===== src/rtl/fp8_e4m3_dot_mac.sv =====
// LANES-wide FP8 E4M3 dot-product MAC: exact fixed-point accumulation, RNE/saturating conversion back to E4M3.
// Define FP8_DOT_STATUS_EN to expose the sticky nan/sat flags as nan_flag/sat_flag ports.
module fp8_e4m3_dot_mac #(
    parameter int unsigned LANES = 4,
    parameter int unsigned ACC_W = 48
) (
    input  logic               clk,
    input  logic               rst,
    input  logic               in_valid,
    output logic               in_ready,
    input  logic [8*LANES-1:0] in_a,
    input  logic [8*LANES-1:0] in_b,
    input  logic               clear_acc,
    input  logic               read_enable,
    output logic [7:0]         out_result,
    output logic               out_valid
`ifdef FP8_DOT_STATUS_EN
    ,
    output logic               nan_flag,
    output logic               sat_flag
`endif
);

    localparam int unsigned PROD_W       = 37;
    localparam int unsigned IDX_W        = $clog2(ACC_W);
    localparam int unsigned NORM_MIN_POS = 12;  // bit weight 2^-6 with 18 fraction bits
    localparam int unsigned SUB_LSB_POS  = 9;   // bit weight 2^-9, the subnormal LSB
    localparam logic [ACC_W-1:0] ACC_MAX = {1'b0, {(ACC_W-1){1'b1}}};
    localparam logic [ACC_W-1:0] ACC_MIN = {1'b1, {(ACC_W-1){1'b0}}};

    function automatic logic is_nan(input logic [7:0] x);
        return x[6:0] == 7'h7F;
    endfunction

    // Exact signed product scaled to 18 fraction bits: sig_a*sig_b << (ea+eb-2)
    function automatic logic [PROD_W-1:0] lane_product(input logic [7:0] a, input logic [7:0] b);
        logic [3:0]        sig_a;
        logic [3:0]        sig_b;
        logic [4:0]        exp_a;
        logic [4:0]        exp_b;
        logic [PROD_W-1:0] mag;
        sig_a = {a[6:3] != 4'd0, a[2:0]};
        sig_b = {b[6:3] != 4'd0, b[2:0]};
        exp_a = (a[6:3] == 4'd0) ? 5'd1 : {1'b0, a[6:3]};
        exp_b = (b[6:3] == 4'd0) ? 5'd1 : {1'b0, b[6:3]};
        mag   = PROD_W'(8'(sig_a) * 8'(sig_b)) << (exp_a + exp_b - 5'd2);
        return (a[7] ^ b[7]) ? -mag : mag;
    endfunction

    logic               v0_q, v1_q, v2_q;
    logic [8*LANES-1:0] a0_q, b0_q;
    logic [PROD_W-1:0]  prod_q [LANES];
    logic [PROD_W-1:0]  prod_d [LANES];
    logic               nan1_q, nan1_d, nan2_q;
    logic [ACC_W-1:0]   sum_q, sum_d;
    logic [ACC_W-1:0]   acc_q, acc_d, acc_sum;
    logic               nan_q, nan_d, sat_q, sat_d;
    logic               rd_pend_q, rd_pend_d;
    logic               in_ready_q, out_valid_q;
    logic [7:0]         out_result_q, out_result_d;
    logic               accept, pipe_empty, fire;

    logic               conv_sign, found, guard, sticky;
    logic [ACC_W-1:0]   conv_mag;
    logic [IDX_W-1:0]   lead, sh;
    logic [2:0]         mant;
    logic [12:0]        e_code;
    logic [15:0]        code;
    logic [7:0]         conv;

    assign accept     = in_valid && in_ready_q;
    assign pipe_empty = !v0_q && !v1_q && !v2_q;
    assign fire       = rd_pend_q && pipe_empty;

    // S1: per-lane decode and multiply; NaN lanes contribute zero and raise the tag
    always_comb begin
        nan1_d = 1'b0;
        for (int unsigned i = 0; i < LANES; i++) begin
            prod_d[i] = lane_product(a0_q[8*i +: 8], b0_q[8*i +: 8]);
            if (is_nan(a0_q[8*i +: 8]) || is_nan(b0_q[8*i +: 8])) begin
                prod_d[i] = '0;
                nan1_d    = 1'b1;
            end
        end
    end

    // S2: lane adder tree, sign-extended to accumulator width
    always_comb begin
        sum_d = '0;
        for (int unsigned i = 0; i < LANES; i++) begin
            sum_d = sum_d + ACC_W'($signed(prod_q[i]));
        end
    end

    // ACC: clear wins; overflow saturates and freezes the accumulator until cleared
    always_comb begin
        acc_d   = acc_q;
        nan_d   = nan_q;
        sat_d   = sat_q;
        acc_sum = acc_q + sum_q;
        if (clear_acc) begin
            acc_d = '0;
            nan_d = 1'b0;
            sat_d = 1'b0;
        end else if (v2_q) begin
            nan_d = nan_q | nan2_q;
            if (!sat_q) begin
                if ((acc_q[ACC_W-1] == sum_q[ACC_W-1]) && (acc_sum[ACC_W-1] != acc_q[ACC_W-1])) begin
                    sat_d = 1'b1;
                    acc_d = acc_q[ACC_W-1] ? ACC_MIN : ACC_MAX;
                end else begin
                    acc_d = acc_sum;
                end
            end
        end
    end

    // Accumulator to E4M3: leading-one normalise, RNE on guard/sticky, saturate at 448
    always_comb begin
        conv_sign = acc_q[ACC_W-1];
        conv_mag  = conv_sign ? -acc_q : acc_q;
        lead      = '0;
        found     = 1'b0;
        for (int unsigned i = 0; i < ACC_W; i++) begin
            if (conv_mag[i]) begin
                lead  = IDX_W'(i);
                found = 1'b1;
            end
        end
        if (found && (lead >= IDX_W'(NORM_MIN_POS))) begin
            sh     = lead - IDX_W'(3);
            e_code = 13'(lead) - 13'd11;
        end else begin
            sh     = IDX_W'(SUB_LSB_POS);
            e_code = '0;
        end
        mant   = 3'(conv_mag >> sh);
        guard  = conv_mag[sh - IDX_W'(1)];
        sticky = |(conv_mag & ((ACC_W'(1) << (sh - IDX_W'(1))) - ACC_W'(1)));
        code   = {e_code, mant};
        if (guard && (sticky || mant[0])) begin
            code = code + 16'd1;
        end
        if (nan_q) begin
            conv = 8'h7F;
        end else if (sat_q || (code > 16'd126)) begin
            conv = {conv_sign, 7'h7E};
        end else if (code == 16'd0) begin
            conv = {conv_sign, 7'h00};
        end else begin
            conv = {conv_sign, code[6:0]};
        end
    end

    always_comb begin
        rd_pend_d    = rd_pend_q ? !pipe_empty : read_enable;
        out_result_d = fire ? conv : out_result_q;
    end

    always_ff @(posedge clk or negedge rst) begin
        if (!rst) begin
            v0_q         <= 1'b0;
            v1_q         <= 1'b0;
            v2_q         <= 1'b0;
            a0_q         <= '0;
            b0_q         <= '0;
            for (int unsigned i = 0; i < LANES; i++) begin
                prod_q[i] <= '0;
            end
            nan1_q       <= 1'b0;
            nan2_q       <= 1'b0;
            sum_q        <= '0;
            acc_q        <= '0;
            nan_q        <= 1'b0;
            sat_q        <= 1'b0;
            rd_pend_q    <= 1'b0;
            in_ready_q   <= 1'b0;
            out_valid_q  <= 1'b0;
            out_result_q <= 8'h00;
        end else begin
            v0_q <= accept;
            if (accept) begin
                a0_q <= in_a;
                b0_q <= in_b;
            end
            v1_q         <= v0_q && !clear_acc;
            prod_q       <= prod_d;
            nan1_q       <= nan1_d;
            v2_q         <= v1_q && !clear_acc;
            sum_q        <= sum_d;
            nan2_q       <= nan1_q;
            acc_q        <= acc_d;
            nan_q        <= nan_d;
            sat_q        <= sat_d;
            rd_pend_q    <= rd_pend_d;
            in_ready_q   <= !rd_pend_d;
            out_valid_q  <= fire;
            out_result_q <= out_result_d;
        end
    end

    assign in_ready   = in_ready_q;
    assign out_valid  = out_valid_q;
    assign out_result = out_result_q;
`ifdef FP8_DOT_STATUS_EN
    assign nan_flag   = nan_q;
    assign sat_flag   = sat_q;
`endif

endmodule


===== config.mk =====
export PLATFORM = sky130hd
export DESIGN_NAME = fp8_e4m3_dot_mac
export DESIGN_NICKNAME = d
export VERILOG_FILES = /design/src/rtl/fp8_e4m3_dot_mac.sv
export SDC_FILE = /design/constraint.sdc
export NUM_CORES = 1
export LEC_CHECK = 0
export ABC_AREA = 1
export BUFFER_PORTS_ARGS = -buffer_cell sky130_fd_sc_hd__buf_2
export CELL_PAD_IN_SITES_DETAIL_PLACEMENT = 0
export CELL_PAD_IN_SITES_GLOBAL_PLACEMENT = 2
export CORE_MARGIN = 3
export CORE_UTILIZATION = 40
export DETAILED_ROUTE_END_ITERATION = 16
export HOLD_SLACK_MARGIN = 0.02
export PLACE_DENSITY_LB_ADDON = 0.1
export SKIP_LAST_GASP = 1
export SLEW_MARGIN = 20
export SYNTH_ARGS = -nofsm -noshare
export SYNTH_HDL_FRONTEND = slang
export SYNTH_SLANG_ARGS = --single-unit

===== constraint.sdc =====
create_clock -name clk -period 22.7 [get_ports clk]
set_input_delay 3.405 -clock clk [delete_from_list [all_inputs] [get_ports clk]]
set_output_delay 3.405 -clock clk [all_outputs]
set_load 0.05 [all_outputs]

=== Yosys cells after proc, flatten, opt, wreduce, memory -nomap -nowiden ===
Index checks and enable logic that the tools add are counted.

* $lt $le $gt $ge: 3
* Shift operators: 6
* Multipliers: 4
* Multiplexer cells: 136
* Add/subtract/negate cells: 22
* Equality and inequality tests: 11
* Bitwise logic cells: 6
* Reduce and logical (&&, ||, !) cells: 41

{| class="wikitable"
|+ Operator list
! operator !! count
|-
| 37-bit 2-to-1 mux || 8
|-
| 48-bit 2-to-1 mux || 6
|-
| 6-bit 2-to-1 mux || 47
|-
| 37-bit negator || 4
|-
| 8-bit by 5-bit left shift with 37-bit output || 4
|-
| 1-bit 2-to-1 mux || 61
|-
| 7-bit == test, second input constant || 8
|-
| 48-bit adder || 1
|-
| 48-bit AND || 1
|-
| 48-bit negator || 1
|-
| 48-bit OR reduction || 1
|-
| 1-bit by 6-bit left shift with 48-bit output, first input constant || 1
|-
| 48-bit by 6-bit right shift with 3-bit output || 1
|-
| 48-bit by 1-bit subtractor with 48-bit output, second input constant || 1
|-
| 39-bit by 37-bit adder with 40-bit output || 1
|-
| 38-bit by 37-bit adder with 39-bit output || 1
|-
| 37-bit by 37-bit adder with 38-bit output || 1
|-
| 4-bit zero test || 8
|-
| 4-bit by 4-bit multiplier with 8-bit output || 4
|-
| 4-bit 2-to-1 mux || 8
|-
| 4-bit nonzero test || 8
|-
| 4-bit by 4-bit adder with 5-bit output || 4
|-
| 5-bit by 2-bit subtractor with 5-bit output, second input constant || 4
|-
| 16-bit by 1-bit adder with 16-bit output, second input constant || 1
|-
| 22 further kinds || 44
|}

* Output and inout bits: 10
* Bits of input ports: 69
* Bits in registers: 318

=== Longest topological paths before layout ===
* Depth in word-level cells: 64
* Gate-level depth with buffers: 89

=== Least setup slack after synthesis ===
No wires, ideal clock.

* Path type: register -> register
* Start: reg acc_q[0]
* End: reg out_result_q[3], in the netlist out_result[3]
* Path slack: 15.067 ns
* Cell stages (with the launch flop): 79
* Data required time: 22.580 ns
* Buffers on the path: 5
* Arrival: 7.512 ns
* Cell sequence: dfrtp_1 -> inv_1 -> ha_1 -> nand2_2 -> nor2_2 -> nand4_2 -> o21ai_0 -> or2_2 -> nand2_1 -> a21oi_1 -> nand2_1 -> nand2_1 -> nand2_1 -> nand2_1 -> nand2_1 -> nand2_1 -> nand2_1 -> nand2_1 -> [... 43 more ...] -> nor2_4 -> nand2_2 -> nor2_1 -> nand3_1 -> nand3_1 -> nand3_1 -> nor2_1 -> nand4_1 -> nor2_1 -> nand2_2 -> nand2_4 -> inv_2 -> nand2_1 -> nand3_2 -> nor2_4 -> nand2_1 -> o21ai_1 -> nand2_1

* Longest elaborated chain between the ends: 64

{| class="wikitable"
|+ RTL lines
! item !! line !! text
|-
| from (decl) || 56 || <nowiki>logic [ACC_W-1:0] acc_q, acc_d, acc_sum;</nowiki>
|-
| from (signal assigned) || 173 || <nowiki>acc_q <= '0;</nowiki>
|-
| from (signal assigned) || 192 || <nowiki>acc_q <= acc_d;</nowiki>
|-
| 48-bit negator || 121 || <nowiki>conv_mag = conv_sign ? -acc_q : acc_q;</nowiki>
|-
| 48-bit 2-to-1 mux * || 121 ||
|-
| 1-bit 2-to-1 mux || 125 || <nowiki>if (conv_mag[i]) begin</nowiki>
|-
| 6-bit 2-to-1 mux or 1-bit 2-to-1 mux (tied branches) (46 in a row) || 125 ||
|-
| 6-bit by 4-bit >= comparator with 1-bit output or 1-bit 2-to-1 mux (tied branches) || 130, 125 ||
|-
| 1-bit logical AND || 130 || <nowiki>if (found && (lead >= IDX_W'(NORM_MIN_POS))) begin</nowiki>
|-
| 6-bit 2-to-1 mux || 130 ||
|-
| 6-bit by 1-bit subtractor with 6-bit output || 138, 139 ||
|-
| [... 3 more ...] || n/a ||
|-
| 48-bit OR reduction || 139 || <nowiki>sticky = |(conv_mag & ((ACC_W'(1) << (sh - IDX_W'(1))) - ACC_W'(1)));</nowiki>
|-
| 1-bit logical OR || 141 || <nowiki>if (guard && (sticky || mant[0])) begin</nowiki>
|-
| 1-bit logical AND || 141 ||
|-
| 16-bit 2-to-1 mux * || 141 ||
|-
| 16-bit by 7-bit > comparator with 1-bit output or 16-bit zero test (tied branches) || 146, 148 ||
|-
| 1-bit logical OR or 7-bit 2-to-1 mux (tied branches) || 146, 148 ||
|-
| 7-bit 2-to-1 mux * || 146 || <nowiki>end else if (sat_q || (code > 16'd126)) begin</nowiki>
|-
| 8-bit 2-to-1 mux * || 144 || <nowiki>if (nan_q) begin</nowiki>
|-
| to (signal assigned) || 198 || <nowiki>out_result_q <= out_result_d;</nowiki>
|-
| to (decl) || 60 || <nowiki>logic [7:0] out_result_q, out_result_d;</nowiki>
|}

Mark *: on every way between the ends. The rest lies on a longest branch, timed or not. The select of a mux whose other input is x is not followed.
A chain may end at the register's enable or synchronous reset.

=== Worst setup path after layout ===
* Start: reg acc_q[0]
* End: reg out_result_q[0], in the netlist out_result[0]

The elaborated chain is that of the path after synthesis.

==> flow_metrics.py <==
metrics = {
    "outcome": {
        "status": "complete, no violations",
    },
    "routing": {
        "routed_via_density": 5.241,
        "top_layer": "met4",
        "dr_wl_met3_um": 3449,
        "wl_met1_um": 43800,
        "vias": 28910,
        "wl_per_cell_um": 18.35,
        "drcViolationCount": 0,
        "wl_met2_um": 49590,
        "drt-initial-drc-count": 1710,
        "drtPass1Iterations": 6,
        "routed_wirelength_um": 101200,
        "ant_nets": 0,
    },
    "critical_path": {
        "start_kind": "flop",
        "required_ns": 23.13,
        "crit_path_max_incr_delay_ns": 0.67,
        "critPathTopFamily": "simple AND/OR/NAND/NOR gates",
        "crit_type": "reg -> reg",
        "r2r_start": "acc_q[0]",
        "r2r_slack_ns": 13.42,
        "crit_end": "out_result[0]",
        "crit_cells": 53,
        "worstReg2RegEnd": "out_result[0]",
        "rr_worst_depth": 53,
        "cp.arrival_ns": 9.71,
        "critPathLaunch": "acc_q[0]",
        "path_buf_inv": 8,
        "critPathMaxFanout": 32,
        "endpoint_kind": "flop",
        "cp_slowest_cell": "nand2_1",
        "path_common_cell": "nand2_1",
    },
    "timing": {
        "tightest_slew_ns": 0.9820,
        "hold_viol_final": 0,
        "fmax_ghz": 0.1078,
        "skew_ns": 0.03105,
        "slew_viol_final": 0,
        "fin_crit_sh": 0.4086,
        "rsz0062_at_grt": "no",
        "layout_setup_ws_ns": 13.42,
        "period_needed_ns": 9.276,
        "relSlewSlack": 0.3453,
        "tns_ns": 0,
        "setup_violations": 0,
    },
    "yosys": {
        "synth_mux_area_frac": 0,
        "async_flop_share": 1.000,
        "syn_nets": 4824,
        "syn_area_mm2": 0.03017,
        "netlist_instances": 4482,
        "netlist_top_cells_count": "nand2_1 (1044), inv_1 (582), nor2_1 (518)",
        "yosys.area_share.simple": 0.3220,
        "yosysMostFrequentCell": "nand2_1",
        "yosysTopAreaCell": "dfrtp_1",
        "synth-compound-area-share": 0.1448,
        "yosysSeqAreaShare": 0.2638,
        "syn_avg_cell_area_um2": 6.731,
        "synthAdderAreaFrac": 0.1371,
        "synth_top_family_by_area": "simple AND/OR/NAND/NOR gates",
        "synth-seq-cells": 318,
        "ys_types": 66,
        "synth-edff-count": 0,
        "synth_flop_cell": "dfrtp_1",
        "yosys.area.top_type_share": 0.2638,
        "synth-warning-count": 0,
        "netlist_top_cells_area": "dfrtp_1 (26%), nand2_1 (13%), ha_1 (7.3%)",
        "synth_xor_area_frac": 0.03869,
    },
    "clocking": {
        "cts_made_buffers": 42,
        "clkSlewWorstSetupHoldPaths_ns": 0.07,
        "clk_latency_ns": 0.58,
        "cts_resized": 0,
        "cts.path.max_buffers": 3,
        "cts_root_buf": "clkbuf_16",
        "cts_tree": "built",
        "hold_buffers": 0,
        "htreeDepth": 2,
        "clock_sinks": 318,
        "post_cts.repair.setup_buffers": 0,
    },
    "final_layout": {
        "final_cells": 5516,
        "drive_above_1_share": 0.07785,
        "area_growth_pct": 9.493,
        "fill_cells": 7986,
        "fin_nets": 4856,
        "n_antenna_cell": 0,
    },
    "placement": {
        "place.gp.congestion": 0.9709,
        "placed_cells_incl_taps": 5439,
        "place_ws_ns": 13.33,
        "numPortBuffers": 78,
        "hpwl_um": 82880,
    },
    "grt": {
        "grt_overflow": 0,
        "grt_pass1_vias": 28640,
        "grtUsageTotal": 0.2582,
        "grt_antenna_before_repair": 0,
        "grt_max_degree": 72,
        "grt_pass1_wl_um": 160400,
    },
    "floorplan": {
        "start_util": 0.4046,
        "io_pins": 79,
        "core_mm2": 0.07457,
        "dieArea_mm2": 0.07875,
        "num_rows": 100,
        "die_h_um": 280.6,
        "die_x_um": 280.6,
    },
    "flow_run": {
        "cap_viol_max_count": 0,
    },
    "worst_hold_path": {
        "worstHoldPathType": "reg -> reg",
        "hold_start": "nan1_q",
    },
}
==> cell type report <==
| type | instances | area (um2) | area share |
|---|---|---|---|
| clock buffers | 54 | 1197 | 0.03625 |
| clock inverters | 23 | 319.1 | 0.009659 |
| inverters | 614 | 2307 | 0.06985 |
| multi-input cells | 3428 | 19400 | 0.5873 |
| flip-flops and latches | 318 | 7958 | 0.2409 |
| well taps | 969 | 1212 | 0.03670 |
| repair buffers | 110 | 640.6 | 0.01939 |
==> stage by stage <==
stage	hold WS [ns]	instance area (um2)	util
2_1_floorplan	0.3312	30170	-
3_3_place_gp	0.4242	31520	0.4226
3_5_place_dp	0.4486	31520	0.4226
4_1_cts	0.4608	33030	0.4430
5_1_grt	0.4507	33030	0.4430
6_report	0.4350	33030	0.4430
==> worst min-delay path by stage <==
stage                         to  slack (ns)  depth (start not counted)
after floorplan           nan2_q        0.33                          0
after global routing      nan2_q        0.45                          0
after CTS                 nan2_q        0.46                          0
after global placement    nan2_q        0.42                          0
final                     nan2_q        0.43                          0
after detailed placement  nan2_q        0.45                          0
==> cells by family (layout without fill, tap and decap cells) <==
| kind of cell | after synthesis | after routing |
|---|---|---|
| buf+inv | 736 | 801 |
| fa+ha+maj | 273 | 273 |
| compound gates | 810 | 810 |
| flops | 318 | 318 |
| xor+xnor | 129 | 129 |
| simple gates | 2216 | 2216 |
==> registers in the layout, summed over array words and instances, names as in the netlist, 8 cells and up <==
register    count
prod_q        148
acc_q          48
sum_q          40
b0_q           32
a0_q           32
out_result      8
==> cells in the final DEF, fill, tap and decap left out, types with 24 or more instances in the layout <==
cell type,Yosys,layout
nand3_1,251,251
o21ai_0,384,384
nand4_1,51,51
nand2_1,1044,1043
xnor2_1,37,36
clkbuf_16,0,43
o22ai_1,29,29
fa_1,96,96
xor2_1,87,87
inv_1,582,581
nor2_2,28,28
or2_2,42,42
ha_1,177,177
nor3_1,146,146
buf_4,2,32
buf_2,16,77
a21oi_1,272,272
dfrtp_1,318,318
nor2_1,518,518
nor4_1,38,38
a31oi_1,24,24
==> routing by layer <==
layer	up-vias	GRT usage
li1	14670	-
met1	13480	0.3236
met2	563	0.4573
met3	198	0.02588
met4	0	0.1002
met5	-	0
Power is left out: the tool's default activity adds up to more than one toggle a clock period on the data nets, which glitch-free logic cannot reach.
